`config.mk`:
```
export PLATFORM = sky130hd
export DESIGN_NAME = high_score_text_gen
export DESIGN_NICKNAME = d
export VERILOG_FILES = /design/src/rtl/high_score_text_gen.sv
export SDC_FILE = /design/constraint.sdc
export NUM_CORES = 1
export LEC_CHECK = 0
export BUFFER_PORTS_ARGS = -buffer_cell sky130_fd_sc_hd__buf_2
export CORE_MARGIN = 2
export CORE_UTILIZATION = 46
export DETAILED_ROUTE_END_ITERATION = 7
export GPL_TIMING_DRIVEN = 1
export PLACE_DENSITY = 0.82
export REMOVE_ABC_BUFFERS = 1
export SYNTH_ARGS = -nofsm -noshare
export SYNTH_HDL_FRONTEND = slang
export SYNTH_SLANG_ARGS = --single-unit
```
`constraint.sdc`:
```
create_clock -name clk -period 2 [get_ports clk]
set_input_delay 0.2 -clock clk [delete_from_list [all_inputs] [get_ports clk]]
set_output_delay 0.2 -clock clk [all_outputs]
set_load 0.01 [all_outputs]
```
`src/rtl/high_score_text_gen.sv`:
```
// high_score_text_gen
// Overlays the "HIGHSCORE" banner (glyph ROM slots 3..11, 2x scale) onto the
// VGA pixel stream. Two pipeline stages line up with the registered glyph ROM.
// After a new high score the banner blinks for BLINK_FRAMES frames and then
// returns to steady display.
module high_score_text_gen #(
    parameter logic [9:0]  X_START      = 10'd256,
    parameter logic [9:0]  Y_START      = 10'd32,
    parameter logic [11:0] TEXT_RGB     = 12'hFF0,
    parameter logic [5:0]  BLINK_PERIOD = 6'd16,
    parameter logic [7:0]  BLINK_FRAMES = 8'd128
) (
    input  logic        clk,
    input  logic        reset_n,
    input  logic [9:0]  x,
    input  logic [9:0]  y,
    input  logic        video_on,
    input  logic        frame_tick,
    input  logic        new_high,
    input  logic        enable,
    output logic [10:0] rom_addr,
    input  logic [7:0]  rom_data,
    output logic        text_on,
    output logic [11:0] rgb
);

    // Window edges kept at 11 bits so a window near the raster edge cannot wrap.
    localparam logic [10:0] X_END      = {1'b0, X_START} + 11'd144;
    localparam logic [10:0] Y_END      = {1'b0, Y_START} + 11'd32;
    localparam logic [6:0]  FIRST_CHAR = 7'd3;

    typedef enum logic [0:0] {
        ST_SHOW  = 1'b0,
        ST_BLINK = 1'b1
    } state_t;

    // Stage 0 (combinational) signals
    logic [9:0] dx;
    logic [9:0] dy;
    logic       in_win;
    logic [6:0] char_idx;
    logic [3:0] row;
    logic       unused_bits;

    // Pipeline registers
    logic [2:0]  col_d1_d, col_d1_q;
    logic        win_d1_d, win_d1_q;
    logic        text_on_d, text_on_q;
    logic [11:0] rgb_d, rgb_q;
    logic        pix_bit;

    // Blink controller registers
    state_t      state_d, state_q;
    logic        visible_d, visible_q;
    logic [7:0]  frame_cnt_d, frame_cnt_q;
    logic [5:0]  period_cnt_d, period_cnt_q;

    // Stage 0: window decode and glyph ROM address generation
    always_comb begin
        dx       = x - X_START;
        dy       = y - Y_START;
        char_idx = FIRST_CHAR + {1'b0, dx[9:4]};
        row      = dy[4:1];
        if (video_on
            && ({1'b0, x} >= {1'b0, X_START}) && ({1'b0, x} < X_END)
            && ({1'b0, y} >= {1'b0, Y_START}) && ({1'b0, y} < Y_END)) begin
            in_win = 1'b1;
        end else begin
            in_win = 1'b0;
        end
        if (in_win) begin
            rom_addr = {char_idx, row};
        end else begin
            rom_addr = 11'h000;
        end
        // Sub-pixel and high-order offset bits are not needed at 2x scale.
        unused_bits = ^{dx[0], dy[9:5], dy[0]};
    end

    // Stage 1/2 next values: carry column/window alongside the ROM, then pick the glyph bit
    always_comb begin
        col_d1_d  = dx[3:1];
        win_d1_d  = in_win;
        pix_bit   = rom_data[3'd7 - col_d1_q];
        text_on_d = win_d1_q & pix_bit & enable & visible_q;
        if (text_on_d) begin
            rgb_d = TEXT_RGB;
        end else begin
            rgb_d = 12'h000;
        end
    end

    // Pixel pipeline registers with synchronous active-low reset
    always_ff @(posedge clk) begin
        if (!reset_n) begin
            col_d1_q  <= 3'd0;
            win_d1_q  <= 1'b0;
            text_on_q <= 1'b0;
            rgb_q     <= 12'h000;
        end else begin
            col_d1_q  <= col_d1_d;
            win_d1_q  <= win_d1_d;
            text_on_q <= text_on_d;
            rgb_q     <= rgb_d;
        end
    end

    // Blink controller next-state: new_high restarts, frame_tick advances counters
    always_comb begin
        state_d      = state_q;
        visible_d    = visible_q;
        frame_cnt_d  = frame_cnt_q;
        period_cnt_d = period_cnt_q;
        case (state_q)
            ST_SHOW: begin
                if (new_high) begin
                    state_d      = ST_BLINK;
                    visible_d    = 1'b0;
                    frame_cnt_d  = 8'd0;
                    period_cnt_d = 6'd0;
                end else begin
                    visible_d    = 1'b1;
                end
            end
            ST_BLINK: begin
                if (new_high) begin
                    visible_d    = 1'b0;
                    frame_cnt_d  = 8'd0;
                    period_cnt_d = 6'd0;
                end else if (frame_tick) begin
                    if (frame_cnt_q == (BLINK_FRAMES - 8'd1)) begin
                        state_d      = ST_SHOW;
                        visible_d    = 1'b1;
                        frame_cnt_d  = 8'd0;
                        period_cnt_d = 6'd0;
                    end else begin
                        frame_cnt_d = frame_cnt_q + 8'd1;
                        if (period_cnt_q == (BLINK_PERIOD - 6'd1)) begin
                            period_cnt_d = 6'd0;
                            visible_d    = ~visible_q;
                        end else begin
                            period_cnt_d = period_cnt_q + 6'd1;
                        end
                    end
                end else begin
                    visible_d = visible_q;
                end
            end
            default: begin
                state_d      = ST_SHOW;
                visible_d    = 1'b1;
                frame_cnt_d  = 8'd0;
                period_cnt_d = 6'd0;
            end
        endcase
    end

    // Blink controller state registers
    always_ff @(posedge clk) begin
        if (!reset_n) begin
            state_q      <= ST_SHOW;
            visible_q    <= 1'b1;
            frame_cnt_q  <= 8'd0;
            period_cnt_q <= 6'd0;
        end else begin
            state_q      <= state_d;
            visible_q    <= visible_d;
            frame_cnt_q  <= frame_cnt_d;
            period_cnt_q <= period_cnt_d;
        end
    end

    assign text_on = text_on_q;
    assign rgb     = rgb_q;

endmodule

```
After elaboration in Yosys (flattened, before gate mapping) --
Cells that the tools add are included.
Word-level totals: word-level logic and storage cells 62, bits of input ports 34, register bits 33
Operators by class: reductions and logical operators 6, muxes and demuxes 27, equal/unequal tests 5, bitwise gates (word level) 5, add/sub/neg operators 6, order comparisons 5
Operators with widths (count):
- 2-to-1 mux 8 bit | 4
- 2-to-1 mux 6 bit | 5
- one-hot mux 8 bit (2 select lines) | 1
- 2-to-1 mux 12 bit | 1
- one-hot mux 6 bit (2 select lines) | 1
- 2-to-1 mux 1 bit | 11
- 2-to-1 mux 11 bit | 1
- >= comparator 10 x 6 -> 1 bit, second input constant | 1
- >= comparator 10 x 9 -> 1 bit, second input constant | 1
- < comparator 10 x 7 -> 1 bit, second input constant | 1
- < comparator 10 x 9 -> 1 bit, second input constant | 1
- subtractor 10 x 9 -> 10 bit, second input constant | 1
- adder 8 x 1 -> 8 bit, second input constant | 1
- == test 8 x 7 -> 1 bit, second input constant | 1
- adder 2 x 6 -> 7 bit, first input constant | 1
- adder 6 x 1 -> 6 bit, second input constant | 1
- == test 6 x 4 -> 1 bit, second input constant | 1
- subtractor 5 x 1 -> 5 bit, second input constant | 1
- logical AND 1 bit | 4
- < comparator 3 x 4 -> 1 bit, second input constant | 1
- != test 4 x 2 -> 1 bit, second input constant | 1
- one-hot mux 1 bit (2 select lines) | 2
- AND reduction 2 bit | 2
- bitwise AND 1 bit | 3
- 5 further kinds | 6

Logic depth before layout (Yosys ltp) --
Gate-level depths: netlist of run 1.
depth after elaboration 7, mapped depth 6, mapped depth without buffers 6

Least setup slack after synthesis of run 1 --
OpenSTA, ideal clock, no wires.
kind reg2reg, from register frame_cnt_q[0], to register frame_cnt_q[7], arrival 1.470 ns, cell stages (with the launch flop) 6, data required time 1.926 ns, library setup time 0.074 ns, setup slack 0.456 ns, path through dfxtp_1 ha_1 and3b_2 a21oi_1 or3b_1 a31oi_1
On the way: word-level cells in the longest chain between the ends 5, elaborated cells on any way between the ends 6
Ends and longest elaborated chain:
- start: declaration | line 55 | logic [7:0] frame_cnt_d, frame_cnt_q;
- start signal: assignment | line 168 | frame_cnt_q <= frame_cnt_d;
- adder 8 x 1 -> 8 bit or == test 8 x 7 -> 1 bit (tied branches) | line 137, 131
- 2-to-1 mux 8 bit * | line 131 | if (frame_cnt_q == (BLINK_FRAMES - 8'd1)) begin
- 2-to-1 mux 8 bit * | line 130 | end else if (frame_tick) begin
- 2-to-1 mux 8 bit * | line 126 | if (new_high) begin
- one-hot mux 8 bit (2 select lines) * | line 114 | case (state_q)
Mark *: on every way between the ends. The rest lies on a longest branch, timed or not. The select of a mux whose other input is x is not followed. A chain may end at the register's enable or synchronous reset.

Worst setup path in the final report of run 1 --
Same ends and word-level chain as after synthesis.

==> results of run 1 <==
sequential cells by signal, indices dropped and copies added (netlist names):
name	count
col_d1_q	3
state_q	1
frame_cnt_q	8
rgb	1
period_cnt_q	6
visible_q	1
win_d1_q	1
path summary, 6_finish.rpt:
check                                                 start                     endpoint  depth (start not counted)
worst max register to register  frame_cnt_q[0]$_SDFFE_PN0P_  frame_cnt_q[7]$_SDFFE_PN0P_                          5
worst min register to register          win_d1_q$_SDFF_PN0_           rgb[10]$_SDFF_PN0_                          2
worst max-delay path            frame_cnt_q[0]$_SDFFE_PN0P_  frame_cnt_q[7]$_SDFFE_PN0P_                          5
worst min-delay path                                   x[3]       col_d1_q[2]$_SDFF_PN0_                          2
placed cells by master, fill, tap and decap left out, drive strengths merged, types with 3 or more instances in the layout:
master and count:
nand2 11, xnor2 3, a21oi 4, ha 5, buf 50, dfxtp 21, clkbuf 4, nand3 8
inv 6, and2 7, nor2 22, conb 5, nand4 7, xor2 12, and3 3
cell type report:
class,count,area [um2],area share [%]
Tap cell,30,37.5,2.57
Clock buffer,4,26.3,1.80
Sequential cell,21,420,28.8
Multi-Input combinational cell,109,703,48.2
Inverter,6,22.5,1.54
Timing Repair Buffer,50,250,17.1
stage by stage:
stage               worst slack (ns)  hold slack [ns]  instance area, um2
floorplan                      0.456            0.299                1150
global placement               0.365            0.407                1430
detailed placement             0.306            0.412                1430
CTS                            0.260           0.0904                1460
global route                   0.193           0.0910                1460
finish                         0.261           0.0979                1460
kinds of logic (layout without fill, tap and decap cells):
kind of cell / count (synthesis) / in the layout / synth area share (%)
AND/OR/NAND/NOR: 68 / 68 / 27.7
buffers and inverters: 24 / 60 / 12.0
flip-flops: 21 / 21 / 33.4
XOR/XNOR: 15 / 15 / 10.4
AO/OA/AOI/OAI: 13 / 13 / 6.85
adder cells (fa/ha/maj): 5 / 5 / 4.97
multiplexers: 3 / 3 / 4.37
other: 1 / 5 / 0.298
power by group through the flow:
stage | Sequential, mW | Combinational (mW) | Clock [mW]
5_1_grt | 0.439 | 0.119 | 0.222
3_5_place_dp | 0.447 | 0.106 | 0
2_1_floorplan | 0.445 | 0.0592 | 0
6_report | 0.438 | 0.106 | 0.197
3_3_place_gp | 0.446 | 0.103 | 0
4_1_cts | 0.438 | 0.106 | 0.209
metal layers:
metal  vias to the layer above  wire length (um)  global-route usage (%)
met2                        55              1090                    27.9
li1                        572                 -                       -
met5                         -                 0                       0
met4                         0                54                    8.16
met1                       496              1040                    17.7
met3                         5               206                    2.30
critical path, cell delays in order, from the launching register on:
cell     delay [ns]
dfxtp_1        0.37
ha_1           0.26
and3b_2        0.25
a21oi_1        0.23
or3b_1         0.37
a31oi_1        0.19
==> results.json, run 1 <==
{
  "finalWorstPathRequiredPeriod_ns": 1.74,
  "yosysTopAreaCellShare_pct": 33.4,
  "start_util_pct": 49.5,
  "power_leakage_nw": 0.706,
  "internal_power_uw": 559,
  "worstHoldPathType": "input port to flop",
  "cts_tree": "done",
  "crit_path_end_kind": "flop",
  "drc_errors": 0,
  "drive_gt1_share_pct": 30.0,
  "ant_nets": 0,
  "utilization_pct": 57.4,
  "yosys_warnings": 0,
  "fp.dieH_um": 56.3,
  "cts_root_buf": "clkbuf_4",
  "grt_overflow": 0,
  "port_buffers": 50,
  "cp.arrival_ns": 1.97,
  "synth-async-reset-ratio_pct": 0,
  "htreeDepth": 1,
  "grt_pass1_wl_mm": 4.00,
  "fillers": 240,
  "io_pins": 58,
  "drt_wl_total_mm": 2.38,
  "finalPower_uw": 741,
  "yosysSeqAreaShare_pct": 33.4,
  "place_hpwl_mm": 1.92,
  "synthesis.area_um2": 1260,
  "switching_share_pct": 24.6,
  "finalClockSkew_ns": 0.00202,
  "grtUsageTotal_pct": 15.6,
  "post-route-period-util_pct": 87.0,
  "yosys_most_used_dff": "dfxtp_1",
  "yosys.area.top_type": "dfxtp_1",
  "drv_slew": 0,
  "dp_cells": 216,
  "grt_max_degree": 13,
  "cts.sinks": 21,
  "cts_setup_buffers": 0,
  "power_density_nw_per_um2": 507,
  "routed-via-count": 1128,
  "synth_most_common_cell": "nor2_1",
  "final-hold-violation-count": 0,
  "dieArea_um2": 3170,
  "firstDrtPassIters": 4,
  "cts_hold_buf": 0,
  "critPathRequiredTime_ns": 2.23,
  "clkPwrFrac_pct": 26.6,
  "yosys-top-cells-area": "dfxtp_1 (33%), buf_4 (8.3%), xor2_1 (8.3%)",
  "drt_iter0_markers": 17,
  "antenna_cells": 0,
  "yosysUniqueCellTypes": 36,
  "final_nets": 230,
  "cts.path.max_buffers": 2,
  "avgSynthCellArea_um2": 8.40,
  "cts_resized": 0,
  "clk_latency_ns": 0.30,
  "synth_edf_count": 0,
  "synthTopCellsByCount": "nor2_1 (22), dfxtp_1 (21), buf_4 (14)",
  "startpoint_type": "flop",
  "die_w_um": 56.3,
  "gp_congestion": 0.768,
  "rsz0062_at_grt": "no",
  "via_per_inst": 5.13,
  "comb_power_share_pct": 14.3,
  "max_freq_ghz": 0.575,
  "synthCells": 150,
  "fin_cells": 220,
  "setup_tns_ns": 0,
  "grt_antenna_before_repair": 0,
  "wire_per_inst_um": 10.8,
  "p_switching_uw": 182,
  "worstSetupPathType": "flop to flop",
  "setup_violations": 0,
  "synth-seq-cells": 21,
  "row_count": 18,
  "drv_cap": 0,
  "clk_pin_slew_ns": 0.11,
  "areaGrowthSynthToFinish_pct": 15.9,
  "coreArea_um2": 2540,
  "cp_max_fo": 5,
  "cts_made_buffers": 3,
  "seq_power_share_pct": 59.1,
  "grt_pass1_vias": 1037,
  "r2r_slack_ns": 0.26,
  "status": "finished, final reports clean",
  "ir_worst_vdd_v": 0.000397
}
No activity file was read; power rests on OpenSTA's default activity.
==> run 2: changes to the inputs <==
Settings changed: CORE_UTILIZATION 46 to 48, CTS_BUF_LIST set to sky130_fd_sc_hd__clkbuf_8, PLACE_DENSITY 0.82 to 0.85.
==> run 2 against run 1 <==
Net effect: flip-flop and latch count unchanged; register-to-register slack about the same; largest power group unchanged; global-route usage grew 0.76 points; hold slack improved by 0.044 ns; die area shrank 3.9%; fmax is 0.81% higher; critical path depth is the same; non-clock buffer count unchanged; cell area rose by 1.3%; routed wire length grew 4.6%; setup slack improved by 0.014 ns; sequential power about the same; critical path type unchanged.
==> results.json, run 2 (synthesized netlist as in run 1, its figures left out) <==
{
  "drt_wl_total_mm": 2.49,
  "startpoint_type": "flop",
  "cts_made_buffers": 3,
  "grt_pass1_vias": 1003,
  "firstDrtPassIters": 4,
  "drc_errors": 0,
  "antenna_cells": 0,
  "cts.path.max_buffers": 2,
  "ir_worst_vdd_v": 0.000421,
  "worstSetupPathType": "flop to flop",
  "cts_hold_buf": 0,
  "io_pins": 58,
  "cts_root_buf": "clkbuf_8",
  "status": "finished, final reports clean",
  "grt_max_degree": 13,
  "regMostFlops": "frame_cnt_q",
  "drt_iter0_markers": 29,
  "areaGrowthSynthToFinish_pct": 17.4,
  "crit_slowest_cell": "or3b_1",
  "r2r-start": "frame_cnt_q[0]$_SDFFE_PN0P_",
  "grt_pass1_wl_mm": 4.05,
  "die_w_um": 55.2,
  "cp_max_fo": 5,
  "slowest_delay_ns": 0.37,
  "clk_pin_slew_ns": 0.07,
  "worstHoldPathType": "input port to flop",
  "layout_commonest_cell": "buf_2",
  "coreArea_um2": 2480,
  "cts.sinks": 21,
  "drv_cap": 0,
  "power_density_nw_per_um2": 550,
  "dieArea_um2": 3050,
  "largest_reg_flops": 8,
  "met1_length_mm": 1.03,
  "place_hpwl_mm": 2.00,
  "dr_wl_met3_um": 129,
  "setup_tns_ns": 0,
  "cts_resized": 0,
  "setup_violations": 0,
  "grt_overflow": 0,
  "start_util_pct": 50.9,
  "finalPower_uw": 813,
  "max_freq_ghz": 0.580,
  "grtUsageTotal_pct": 16.3,
  "via_per_inst": 5.13,
  "top_layer_used": "met4",
  "cts_tree": "done",
  "fp.dieH_um": 55.2,
  "final-hold-violation-count": 0,
  "port_buffers": 50,
  "power_leakage_nw": 0.718,
  "wire_per_inst_um": 11.3,
  "cp.arrival_ns": 1.91,
  "r2r_slack_ns": 0.27,
  "rsz0062_at_grt": "no",
  "drv_slew": 0,
  "crit_path_end_kind": "flop",
  "htreeDepth": 1,
  "routed-via-count": 1129,
  "wl_met2_mm": 1.27,
  "timing.critical_path.from": "frame_cnt_q[0]$_SDFFE_PN0P_",
  "ant_nets": 0,
  "row_count": 18,
  "mostFrequentLayoutCells": "buf_2 (50), nor2_1 (22), dfxtp_1 (21), xor2_1 (12), nand2_1 (11)",
  "gp_congestion": 0.814,
  "path_cells": "ha_1, and3b_2, a21oi_1, or3b_1, a31oi_1",
  "top_regs": "frame_cnt_q x8, period_cnt_q x6, col_d1_q x3",
  "finalWorstPathRequiredPeriod_ns": 1.73,
  "post-route-period-util_pct": 86.3,
  "cts_setup_buffers": 0,
  "fillers": 231,
  "critPathRequiredTime_ns": 2.19,
  "grt_antenna_before_repair": 0,
  "finalClockSkew_ns": 0.00103,
  "clk_latency_ns": 0.26,
  "hp-start": "x[1]",
  "drive_gt1_share_pct": 30.0,
  "final_nets": 230
}
## run 2: area by class of cell
cell class	count	area, um2	share of cell area [%]
Tap cell	30	37.5	2.54
Clock buffer	3	41.3	2.79
Clock inverter	1	3.75	0.254
Multi-Input combinational cell	109	703	47.5
Inverter	6	22.5	1.52
Sequential cell	21	420	28.4
Timing Repair Buffer	50	250	16.9
## run 2: worst paths after layout
kind                                      end  cells past startpoint
hold / removal         col_d1_q[0]$_SDFF_PN0_                      2
setup reg to reg  frame_cnt_q[7]$_SDFFE_PN0P_                      5
setup / recovery  frame_cnt_q[7]$_SDFFE_PN0P_                      5
hold reg to reg            rgb[10]$_SDFF_PN0_                      2
## run 2: metrics by stage
| step | hold WS, ns | utilization [%] | worst slack [ns] | area (um2) | instances |
|---|---|---|---|---|---|
| 3_3_place_gp | 0.406 | 57.9 | 0.381 | 1430 | 216 |
| 4_1_cts | 0.138 | 59.7 | 0.277 | 1480 | 220 |
| 2_1_floorplan | 0.299 | - | 0.456 | 1150 | 136 |
| 5_1_grt | 0.150 | 59.7 | 0.187 | 1480 | 220 |
| 3_5_place_dp | 0.412 | 57.9 | 0.327 | 1430 | 216 |
| 6_report | 0.141 | 59.7 | 0.275 | 1480 | 220 |
## run 2: report_power, final
| part | internal (mW) | switching (mW) | total (mW) |
|---|---|---|---|
| Combinational | 0.0531 | 0.0527 | 0.106 |
| Sequential | 0.427 | 0.0103 | 0.438 |
| Clock | 0.137 | 0.133 | 0.269 |
## run 2: metal layers
metal,global-route usage [%],vias up
met1,18.7,516
met4,9.41,0
met3,1.87,5
met2,29.1,37
li1,-,571
met5,0,-
## run 2: critical path, delay by kind of cell (launching register included)
family / cells / cell delay, ns
flops: 1 / 0.36
compound gates: 2 / 0.42
fa+ha+maj: 1 / 0.26
simple gates: 2 / 0.62
